## config.mk

```make
export PLATFORM = sky130hd
export DESIGN_NAME = shader_array_mem_ctrl_flat
export DESIGN_NICKNAME = d
export VERILOG_FILES = /design/src/rtl/shader_array_mem_ctrl_if.sv /design/src/rtl/shader_array_mem_ctrl.sv /design/src/flat_wrapper.sv
export SDC_FILE = /design/constraint.sdc
export NUM_CORES = 1
export LEC_CHECK = 0
export ABC_AREA = 1
export CAP_MARGIN = 20
export CORE_AREA = 4 4 160 162
export CTS_CLUSTER_SIZE = 30
export DETAILED_ROUTE_END_ITERATION = 8
export DIE_AREA = 0 0 164 166
export GPL_TIMING_DRIVEN = 0
export PLACE_DENSITY = 0.58
export SLEW_MARGIN = 10
export SYNTH_ARGS = -nofsm -noshare
export SYNTH_HDL_FRONTEND = slang
export SYNTH_SLANG_ARGS = --single-unit
```

## constraint.sdc

```tcl
create_clock -name clock -period 8.5 [get_ports clock]
set_input_delay 1.7 -clock clock [delete_from_list [all_inputs] [get_ports clock]]
set_output_delay 1.7 -clock clock [all_outputs]
set_load 0.05 [all_outputs]
```

## src/rtl/shader_array_mem_ctrl_if.sv

```systemverilog
// Core-side request/grant bus and data-RAM port of the shader array memory controller.
// The controller uses the slave modport; the cores and the RAM sit on the master side.
interface shader_array_mem_ctrl_if #(
  parameter int CORE_COUNT    = 4,
  parameter int WORD_WIDTH    = 32,
  parameter int ADDRESS_WIDTH = 16
);
  logic [CORE_COUNT-1:0]               core_req;
  logic [CORE_COUNT-1:0]               core_write;
  logic [CORE_COUNT*ADDRESS_WIDTH-1:0] core_address;
  logic [CORE_COUNT*WORD_WIDTH-1:0]    core_write_data;
  logic [CORE_COUNT-1:0]               core_grant;
  logic [CORE_COUNT-1:0]               core_rvalid;
  logic [WORD_WIDTH-1:0]               core_rdata;
  logic [ADDRESS_WIDTH-1:0]            ram_address;
  logic                                ram_write;
  logic [WORD_WIDTH-1:0]               ram_write_data;
  logic [WORD_WIDTH-1:0]               ram_read_data;

  modport slave (
    input  core_req, core_write, core_address, core_write_data, ram_read_data,
    output core_grant, core_rvalid, core_rdata, ram_address, ram_write, ram_write_data
  );

  modport master (
    output core_req, core_write, core_address, core_write_data, ram_read_data,
    input  core_grant, core_rvalid, core_rdata, ram_address, ram_write, ram_write_data
  );
endinterface

```

## src/rtl/shader_array_mem_ctrl.sv

```systemverilog
// Shares one single-port data RAM between an external loader (run=0) and a set of
// round-robin arbitrated shader cores (run=1), plus run/halt/exception bookkeeping.
module shader_array_mem_ctrl #(
  parameter int  CORE_COUNT    = 4,
  parameter int  WORD_WIDTH    = 32,
  parameter int  ADDRESS_WIDTH = 16,
  localparam int IDX_WIDTH     = (CORE_COUNT > 1) ? $clog2(CORE_COUNT) : 1
) (
  input  logic                     clock,
  input  logic                     reset_n,
  input  logic                     run,
  input  logic [ADDRESS_WIDTH-1:0] ext_write_address,
  input  logic [WORD_WIDTH-1:0]    ext_write_data,
  input  logic                     ext_enable_write_data,
  input  logic [CORE_COUNT-1:0]    core_halted,
  input  logic [CORE_COUNT-1:0]    core_exception,
  shader_array_mem_ctrl_if.slave   bus,
  output logic                     all_halted,
  output logic                     exception,
  output logic [IDX_WIDTH-1:0]     exception_core,
  output logic [31:0]              run_cycles
);
  localparam logic [IDX_WIDTH-1:0] LAST_IDX = IDX_WIDTH'(CORE_COUNT - 1);

  logic                     run_q;
  logic [IDX_WIDTH-1:0]     rr_ptr_q, rr_ptr_d;
  logic [CORE_COUNT-1:0]    rvalid_q, rvalid_d;
  logic                     all_halted_q, all_halted_d;
  logic                     exception_q, exception_d;
  logic [IDX_WIDTH-1:0]     exception_core_q, exception_core_d;
  logic [31:0]              run_cycles_q, run_cycles_d;

  logic                     run_rise;
  logic [IDX_WIDTH-1:0]     ptr_eff;
  logic                     gnt_valid;
  logic [IDX_WIDTH-1:0]     gnt_idx;
  logic [CORE_COUNT-1:0]    grant_vec;
  logic [ADDRESS_WIDTH-1:0] gnt_address;
  logic [WORD_WIDTH-1:0]    gnt_write_data;
  logic                     gnt_write;
  logic [ADDRESS_WIDTH-1:0] byte_address;
  logic [IDX_WIDTH-1:0]     lowest_exc;

  // A run rising edge restarts arbitration from core 0 in that very cycle.
  assign run_rise = run & ~run_q;
  assign ptr_eff  = run_rise ? '0 : rr_ptr_q;

  always_comb begin : arbiter
    int cand;
    cand      = 0;
    gnt_valid = 1'b0;
    gnt_idx   = '0;
    if (run) begin
      for (int i = 0; i < CORE_COUNT; i++) begin
        cand = int'(ptr_eff) + i;
        if (cand >= CORE_COUNT) cand = cand - CORE_COUNT;
        if (!gnt_valid && bus.core_req[cand[IDX_WIDTH-1:0]]) begin
          gnt_valid = 1'b1;
          gnt_idx   = cand[IDX_WIDTH-1:0];
        end
      end
    end
  end

  always_comb begin : operand_mux
    grant_vec      = '0;
    gnt_address    = '0;
    gnt_write_data = '0;
    gnt_write      = 1'b0;
    for (int i = 0; i < CORE_COUNT; i++) begin
      if (gnt_valid && gnt_idx == IDX_WIDTH'(i)) begin
        grant_vec[i]   = 1'b1;
        gnt_address    = bus.core_address[i*ADDRESS_WIDTH +: ADDRESS_WIDTH];
        gnt_write_data = bus.core_write_data[i*WORD_WIDTH +: WORD_WIDTH];
        gnt_write      = bus.core_write[i];
      end
    end
  end

  // The RAM is word addressed, so the two byte-offset bits are shifted away.
  always_comb begin : ram_mux
    byte_address       = ext_write_address;
    bus.ram_write      = ext_enable_write_data;
    bus.ram_write_data = ext_write_data;
    if (run) begin
      byte_address       = gnt_address;
      bus.ram_write      = gnt_write;
      bus.ram_write_data = gnt_write_data;
    end
    bus.ram_address = byte_address >> 2;
  end

  assign bus.core_grant  = grant_vec;
  assign bus.core_rvalid = rvalid_q;
  assign bus.core_rdata  = bus.ram_read_data;

  always_comb begin : exc_priority
    lowest_exc = '0;
    for (int i = CORE_COUNT - 1; i >= 0; i--) begin
      if (core_exception[i]) lowest_exc = IDX_WIDTH'(i);
    end
  end

  always_comb begin : next_state
    rr_ptr_d = ptr_eff;
    if (gnt_valid) rr_ptr_d = (gnt_idx == LAST_IDX) ? '0 : gnt_idx + IDX_WIDTH'(1);
    rvalid_d     = grant_vec & ~bus.core_write;
    all_halted_d = run & (&core_halted);

    // Exception capture is sticky within a run; only a new run edge re-arms it.
    exception_d      = run_rise ? 1'b0 : exception_q;
    exception_core_d = run_rise ? '0 : exception_core_q;
    if (run && !exception_d && (|core_exception)) begin
      exception_d      = 1'b1;
      exception_core_d = lowest_exc;
    end

    run_cycles_d = run_rise ? '0 : run_cycles_q;
    if (run && !all_halted_q && run_cycles_d != '1) run_cycles_d = run_cycles_d + 32'd1;
  end

  always_ff @(posedge clock or negedge reset_n) begin
    if (!reset_n) begin
      run_q            <= 1'b0;
      rr_ptr_q         <= '0;
      rvalid_q         <= '0;
      all_halted_q     <= 1'b0;
      exception_q      <= 1'b0;
      exception_core_q <= '0;
      run_cycles_q     <= '0;
    end else begin
      run_q            <= run;
      rr_ptr_q         <= rr_ptr_d;
      rvalid_q         <= rvalid_d;
      all_halted_q     <= all_halted_d;
      exception_q      <= exception_d;
      exception_core_q <= exception_core_d;
      run_cycles_q     <= run_cycles_d;
    end
  end

  assign all_halted     = all_halted_q;
  assign exception      = exception_q;
  assign exception_core = exception_core_q;
  assign run_cycles     = run_cycles_q;
endmodule

```

## src/flat_wrapper.sv

```systemverilog
// flat-port wrapper written by rule: the top's interface ports become plain ports
module shader_array_mem_ctrl_flat 
#(
  parameter int  CORE_COUNT    = 4,
  parameter int  WORD_WIDTH    = 32,
  parameter int  ADDRESS_WIDTH = 16,
  localparam int IDX_WIDTH     = (CORE_COUNT > 1) ? $clog2(CORE_COUNT) : 1
)
  (clock, reset_n, run, ext_write_address, ext_write_data, ext_enable_write_data, core_halted, core_exception, all_halted, exception, exception_core, run_cycles, bus_core_req, bus_core_write, bus_core_address, bus_core_write_data, bus_ram_read_data, bus_core_grant, bus_core_rvalid, bus_core_rdata, bus_ram_address, bus_ram_write, bus_ram_write_data);
  shader_array_mem_ctrl_if #(.CORE_COUNT(CORE_COUNT), .WORD_WIDTH(WORD_WIDTH), .ADDRESS_WIDTH(ADDRESS_WIDTH)) bus_i ();
  input  logic clock;
  input  logic reset_n;
  input  logic run;
  input  logic [ADDRESS_WIDTH-1:0] ext_write_address;
  input  logic [WORD_WIDTH-1:0] ext_write_data;
  input  logic ext_enable_write_data;
  input  logic [CORE_COUNT-1:0] core_halted;
  input  logic [CORE_COUNT-1:0] core_exception;
  output logic all_halted;
  output logic exception;
  output logic [IDX_WIDTH-1:0] exception_core;
  output logic [31:0] run_cycles;
  input wire logic [$bits(bus_i.core_req)-1:0] bus_core_req;
  input wire logic [$bits(bus_i.core_write)-1:0] bus_core_write;
  input wire logic [$bits(bus_i.core_address)-1:0] bus_core_address;
  input wire logic [$bits(bus_i.core_write_data)-1:0] bus_core_write_data;
  input wire logic [$bits(bus_i.ram_read_data)-1:0] bus_ram_read_data;
  output wire logic [$bits(bus_i.core_grant)-1:0] bus_core_grant;
  output wire logic [$bits(bus_i.core_rvalid)-1:0] bus_core_rvalid;
  output wire logic [$bits(bus_i.core_rdata)-1:0] bus_core_rdata;
  output wire logic [$bits(bus_i.ram_address)-1:0] bus_ram_address;
  output wire logic [$bits(bus_i.ram_write)-1:0] bus_ram_write;
  output wire logic [$bits(bus_i.ram_write_data)-1:0] bus_ram_write_data;
  assign bus_i.core_req = bus_core_req;
  assign bus_i.core_write = bus_core_write;
  assign bus_i.core_address = bus_core_address;
  assign bus_i.core_write_data = bus_core_write_data;
  assign bus_i.ram_read_data = bus_ram_read_data;
  assign bus_core_grant = bus_i.core_grant;
  assign bus_core_rvalid = bus_i.core_rvalid;
  assign bus_core_rdata = bus_i.core_rdata;
  assign bus_ram_address = bus_i.ram_address;
  assign bus_ram_write = bus_i.ram_write;
  assign bus_ram_write_data = bus_i.ram_write_data;
  shader_array_mem_ctrl #(.CORE_COUNT(CORE_COUNT), .WORD_WIDTH(WORD_WIDTH), .ADDRESS_WIDTH(ADDRESS_WIDTH)) u_core (.clock(clock), .reset_n(reset_n), .run(run), .ext_write_address(ext_write_address), .ext_write_data(ext_write_data), .ext_enable_write_data(ext_enable_write_data), .core_halted(core_halted), .core_exception(core_exception), .bus(bus_i), .all_halted(all_halted), .exception(exception), .exception_core(exception_core), .run_cycles(run_cycles));
endmodule
```

Yosys cells after proc, flatten, opt, wreduce, memory -nomap -nowiden

Index checks and enable logic that the tools add are counted.

$add $sub $neg: 9
Magnitude comparators: 8
Eq/ne operators: 4
Muxes and demuxes: 61
Bitwise logic cells: 5
Reduce and logical (&&, ||, !) cells: 20

Operators with widths:

| kind                    | number |
|---|---|
| $mux W32                | 7 |
| $mux W16                | 5 |
| $mux W2                 | 22 |
| $add A32 B1 Y32 const B | 1 |
| $ne A32 B32 Y1 const B  | 1 |
| $mux W1                 | 23 |
| $lt A2 B3 Y1 const B    | 4 |
| $logic_and A1 B1 Y1     | 11 |
| $ge A3 B3 Y1 const B    | 3 |
| $bmux W1 S2             | 4 |
| $sub A2 B1 Y2 const B   | 4 |
| $add A2 B2 Y3 const B   | 2 |
| $logic_not A1 Y1        | 5 |
| $and A4 B4 Y4           | 1 |
| $eq A2 B2 Y1 const B    | 2 |
| $not A4 Y4              | 1 |
| $reduce_and A4 Y1       | 1 |
| $reduce_or A4 Y1        | 1 |
| $add A2 B1 Y3 const B   | 1 |
| $ge A2 B3 Y1 const B    | 1 |
| $add A2 B1 Y2 const B   | 1 |
| $and A1 B1 Y1           | 2 |
| $eq A2 B1 Y1 const B    | 1 |
| $logic_not A2 Y1        | 1 |
| other kinds (2)         | 2 |

Bits in registers: 43
Output and inout port bits: 125
Word-level logic and storage cells: 114

Logic depth before layout (Yosys ltp)

Gate-level depths: netlist of the first run.

Word-level depth: 29
Mapped depth: 26
Mapped depth without buffers: 23

Worst setup path before layout of the first run

No wires, ideal clock.

Path kind: input to output
Start: in run
End: out bus_ram_address[10]
Arrival time: 4.458 ns
Required time: 6.800 ns
Path slack: 2.342 ns
Cell stages on the path: 24
Path buffers: 3
Path through: nand2_2 -> nand2_2 -> buf_6 -> nand2_2 -> nand3_2 -> nand2_2 -> nand3_1 -> nand2_1 -> inv_1 -> nand2_1 -> nand2_4 -> buf_6 -> buf_4 -> nor2_1 -> inv_1 -> ha_1 -> nand3_1 -> clkinv_1 -> nand2_1 -> nand2_1 -> nand3_1 -> nand2_1 -> nand2_1 -> nand2_1

Cells in the longest elaborated chain, start to end: 28

Ends and longest elaborated chain:

| element                                              | line                        | RTL |
|---|---|---|
| start: declaration                                   | flat_wrapper.sv:13          | `input logic run;` |
| $and A1 B1 Y1                                        | shader_array_mem_ctrl.sv:45 | `assign run_rise = run & ~run_q;` |
| $mux W2                                              | shader_array_mem_ctrl.sv:46 | `assign ptr_eff = run_rise ? '0 : rr_ptr_q;` |
| $ge A2 B3 Y1 / $sub A2 B1 Y2 (equally long branches) | shader_array_mem_ctrl.sv:56 | `if (cand >= CORE_COUNT) cand = cand - CORE_COUNT;` |
| $mux W2                                              | shader_array_mem_ctrl.sv:56 |  |
| $mux W2                                              | shader_array_mem_ctrl.sv:53 | `if (run) begin` |
| $bmux W1 S2                                          | shader_array_mem_ctrl.sv:57 | `if (!gnt_valid && bus.core_req[cand[IDX_WIDTH-1:0]]) begin` |
| $mux W1 (not written as such)                        | shader_array_mem_ctrl.sv:57 |  |
| $mux W1                                              | shader_array_mem_ctrl.sv:57 |  |
| [9 not listed]                                       | n/a                         |  |
| $logic_not A1 Y1                                     | shader_array_mem_ctrl.sv:57 |  |
| $logic_and A1 B1 Y1                                  | shader_array_mem_ctrl.sv:57 |  |
| $mux W2                                              | shader_array_mem_ctrl.sv:57 |  |
| $mux W2                                              | shader_array_mem_ctrl.sv:53 |  |
| $logic_not A2 Y1                                     | shader_array_mem_ctrl.sv:71 | `if (gnt_valid && gnt_idx == IDX_WIDTH'(i)) begin` |
| $logic_and A1 B1 Y1                                  | shader_array_mem_ctrl.sv:71 |  |
| $mux W16 (4 in series)                               | shader_array_mem_ctrl.sv:71 |  |
| $mux W16 *                                           | shader_array_mem_ctrl.sv:85 | `if (run) begin` |
| end: declaration                                     | flat_wrapper.sv:31          | `output wire logic [$bits(bus_i.ram_address)-1:0] bus_ram_address;` |

Mark *: on every way between the ends. The rest lies on a longest branch, timed or not. The select of a mux whose other input is x is not followed.

Final worst setup path of the first run

Start: in run
End: out bus_ram_write_data[15]

Cells in the longest elaborated chain, start to end: 28

Ends and longest elaborated chain:

| element                                              | line                        | RTL |
|---|---|---|
| $and A1 B1 Y1                                        | shader_array_mem_ctrl.sv:45 |  |
| $mux W2                                              | shader_array_mem_ctrl.sv:46 |  |
| $ge A2 B3 Y1 / $sub A2 B1 Y2 (equally long branches) | shader_array_mem_ctrl.sv:56 |  |
| $mux W2                                              | shader_array_mem_ctrl.sv:56 |  |
| $mux W2                                              | shader_array_mem_ctrl.sv:53 |  |
| $bmux W1 S2                                          | shader_array_mem_ctrl.sv:57 |  |
| $mux W1 (not written as such)                        | shader_array_mem_ctrl.sv:57 |  |
| $mux W1                                              | shader_array_mem_ctrl.sv:57 |  |
| [9 not listed]                                       | n/a                         |  |
| $logic_not A1 Y1                                     | shader_array_mem_ctrl.sv:57 |  |
| $logic_and A1 B1 Y1                                  | shader_array_mem_ctrl.sv:57 |  |
| $mux W2                                              | shader_array_mem_ctrl.sv:57 |  |
| $mux W2                                              | shader_array_mem_ctrl.sv:53 |  |
| $logic_not A2 Y1                                     | shader_array_mem_ctrl.sv:71 |  |
| $logic_and A1 B1 Y1                                  | shader_array_mem_ctrl.sv:71 |  |
| $mux W32 (4 in series)                               | shader_array_mem_ctrl.sv:71 |  |
| $mux W32 *                                           | shader_array_mem_ctrl.sv:85 |  |
| end: declaration                                     | flat_wrapper.sv:33          | `output wire logic [$bits(bus_i.ram_write_data)-1:0] bus_ram_write_data;` |

Marked as above.

==> qor.yml, run 1 <==
syn2layout_area_growth_pct: 76.2
finalPower_mw: 2.43
pwr-share-comb: 0.813
max_freq_ghz: 0.124
wl_met3_um: 2170
cts_buffers: 5
final_cell_mix: "clkdlybuf4s50_1 (371), nand2_1 (335), nand3_1 (196), inv_1 (141), nor2_1 (105)"
worst-r2r-setup-slack_ns: 5.29
clock_skew_ns: 0.00597
wl_met1_um: 12500
r2r_cells: 21
worstReg2RegEnd: "u_core.bus.core_rvalid[0]$_DFF_PN0_"
clock_path_buffers: 2
path_class: "input port to output pin"
yosysSeqAreaShare: 0.190
swShare: 0.576
ir_worst_vdd_v: 0.000159
instances_no_fill: 1737
rr_startpoint: "u_core.run_q$_DFF_PN0_"
path_max_fanout: 10
grt_overflow: 0
fin_crit_ns: 8.08
synth_top_area_frac: 0.222
dr_wl_met2_um: 15100
yosysWarnings: 0
synth_largest_area_cell: "nand2_1"
dpl.hpwl_um: 25800
cp_data_required_time_ns: 6.80
via_count: 7716
post_cts_resized: 0
io_pins: 417
design_area_um2: 9990
dr.pass1.iters: 7
place.gp.congestion: 0.905
layout_commonest_cell: "clkdlybuf4s50_1"
drt-initial-drc-count: 449
port_buffers: 372
tritoncts: "yes"
synth_cell_types: 31
drv_cap: 0
rsz0062_at_grt: "false"
slew_violations: 0
postCtsHoldBufs: 0
clk_latency_ns: 0.28
netlist_area_um2: 5670
status: "finished, violations left"
hold_viol: 0
utilization: 0.415
seqPwrFrac: 0.095
crit_path_end_kind: "output pin"
tightestPinTransition_ns: 0.724
avgSynthCellArea_um2: 5.50
numClockSinks: 43
hold_depth: 2
ant_nets: 0
totalWireLength_um: 30200
routed.top_layer: "met4"
p_per_area_nw_per_um2: 243
track_usage: 0.211
path_clk_slew_ns: 0.06
diodes: 0
cp-start-kind: "input port"
placed_cells: 1729
dieArea_um2: 27200
setup-tns-final_ns: 0
vias_per_cell: 4.44
maxSlewHeadroom: 0.518
nets: 1707
cts_setup_buffers: 0
drc_errors: 2
fin_crit_sh: 0.951
grt_pass1_wl_um: 44900
routedWlPerCell_um: 17.4
layout-drive-gt1-share: 0.0807
synth.area.top_cells: "nand2_1 (22%), dfrtp_1 (19%), nand3_1 (17%), inv_1 (9.3%), nor2_1 (6.9%)"
std_cell_rows: 57
fp.dieW_um: 164
grt_max_degree: 29
chipHeight_um: 166
placed_area_um2: 9820
p_leak_nw: 4.64
postSynthCellCount: 1031
crit_arrival_ns: 6.38
grt_antenna_before_repair: 0
power.switching_mw: 1.40
violations: "design-rule violations"
min_from: "u_core.exception_core[0]$_DFFE_PN0P_"
hold_end: "u_core.exception_core[0]$_DFFE_PN0P_"
start_util: 0.235
root_buffer: "clkbuf_16"
fillers: 2636
clkPwrFrac: 0.092
core_um2: 24100
grt_pass1_vias: 7596
htreeDepth: 2
min_path_type: "flop to flop"
finalSetupViolCount: 0
internal_power_mw: 1.03
ys_ff_latch: 43
-- critical path, cell delays in order --
cell and delay (ns):
clkdlybuf4s50_1 0.68, nand2_2 0.19, nand2_2 0.12, buf_6 0.14, nand2_2 0.05, nand2_2 0.07
nand2_1 0.06, nand2_2 0.10, nand3_1 0.09, or2_4 0.26, nand2_4 0.10, buf_6 0.17
buf_4 0.22, nor2_1 0.08, ha_1 0.22, nand2_1 0.10, clkbuf_1 0.51, buf_2 0.35
nand3_1 0.12, nand3_1 0.20, clkdlybuf4s50_1 0.84
-- metal layers --
layer,GRT usage,up-vias
li1,-,3914
met1,0.267,3483
met2,0.378,294
met3,0.0390,25
met4,0.0343,0
met5,0,-
-- per-stage QoR --
step                      hold slack, ns  setup WS, ns
after floorplan                    0.651          2.34
after global placement             0.499         0.501
after detailed placement           0.503         0.463
after CTS                          0.517         0.459
after global routing               0.534         0.122
final                              0.511         0.421
-- cell usage after synthesis (all sizes together) --
cell type	n
clkbuf	16
nand4	12
xor2	18
inv	144
ha	3
buf	72
o41ai	1
a21oi	1
clkinv	1
nor3	18
o21ai	10
conb	1
nor4	4
nand3b	9
dfrtp	43
xnor2	13
nor2	110
nand2	347
nand3	198
o31ai	1
or2	9
-- worst max path at each step --
stage                     startpoint                     end  slack [ns]  depth (start not counted)
after detailed placement         run     bus_ram_address[12]        0.46                         24
after CTS                        run     bus_ram_address[12]        0.46                         24
after global routing             run     bus_ram_address[12]        0.12                         24
final                            run  bus_ram_write_data[15]        0.42                         21
after floorplan                  run     bus_ram_address[10]        2.34                         24
after global placement           run  bus_ram_write_data[15]        0.50                         21
-- area by class of cell --
| type | count | area [µm²] | share of cell area |
|---|---|---|---|
| buffer | 88 | 577 | 0.0577 |
| tap | 324 | 405 | 0.0406 |
| multi-input combinational | 756 | 3480 | 0.348 |
| clock buffer | 6 | 139 | 0.0139 |
| timing repair buffer | 373 | 3740 | 0.374 |
| sequential | 43 | 1080 | 0.108 |
| clock inverter | 2 | 35.0 | 0.00351 |
| inverter | 145 | 544 | 0.0545 |
-- power by group through the flow --
stage,registers (mW),clock network (mW),logic [mW]
after floorplan,0.272,0,1.22
after global placement,0.234,0,1.98
after detailed placement,0.234,0,1.99
after CTS,0.230,0.229,2.00
after global routing,0.232,0.241,2.12
final,0.230,0.224,1.98
-- cells by family (layout without fill, tap and decap cells) --
group / after synthesis / after routing / share of synthesized area
AO/OA/AOI/OAI: 13 / 13 / 0.0126
XOR/XNOR: 31 / 31 / 0.0479
adder cells (fa/ha/maj): 3 / 3 / 0.00662
buffers and inverters: 233 / 614 / 0.198
flip-flops: 43 / 43 / 0.190
other: 1 / 2 / 0.000661
AND/OR/NAND/NOR: 707 / 707 / 0.545
-- state kept, by name (all words and copies together), names as in the netlist --
signal / count
u_core.run_cycles: 32
u_core.exception_core: 2
u_core.bus.core_rvalid: 4
u_core.run_q: 1
u_core.all_halted: 1
u_core.rr_ptr_q: 2
u_core.exception: 1
No activity file was read; power rests on OpenSTA's default activity.
==> inputs of run 2 (changes only) <==
==> constraint.sdc (replaced) <==
create_clock -name clock -period 8.3 [get_ports clock]
set_input_delay 1.66 -clock clock [delete_from_list [all_inputs] [get_ports clock]]
set_output_delay 1.66 -clock clock [all_outputs]
set_load 0.05 [all_outputs]
==> results of run 2 <==
The final DEF is identical to that of run 1. Status: finished, violations left: design-rule violations.
Among the figures that moved: setup slack after placement 0.463 ns -> 0.343 ns; setup slack after layout 0.421 ns -> 0.301 ns; register-to-register setup slack 5.29 ns -> 5.09 ns; total power 2.43 mW -> 2.49 mW; worst IR drop on VDD 0.000159 V -> 0.000163 V
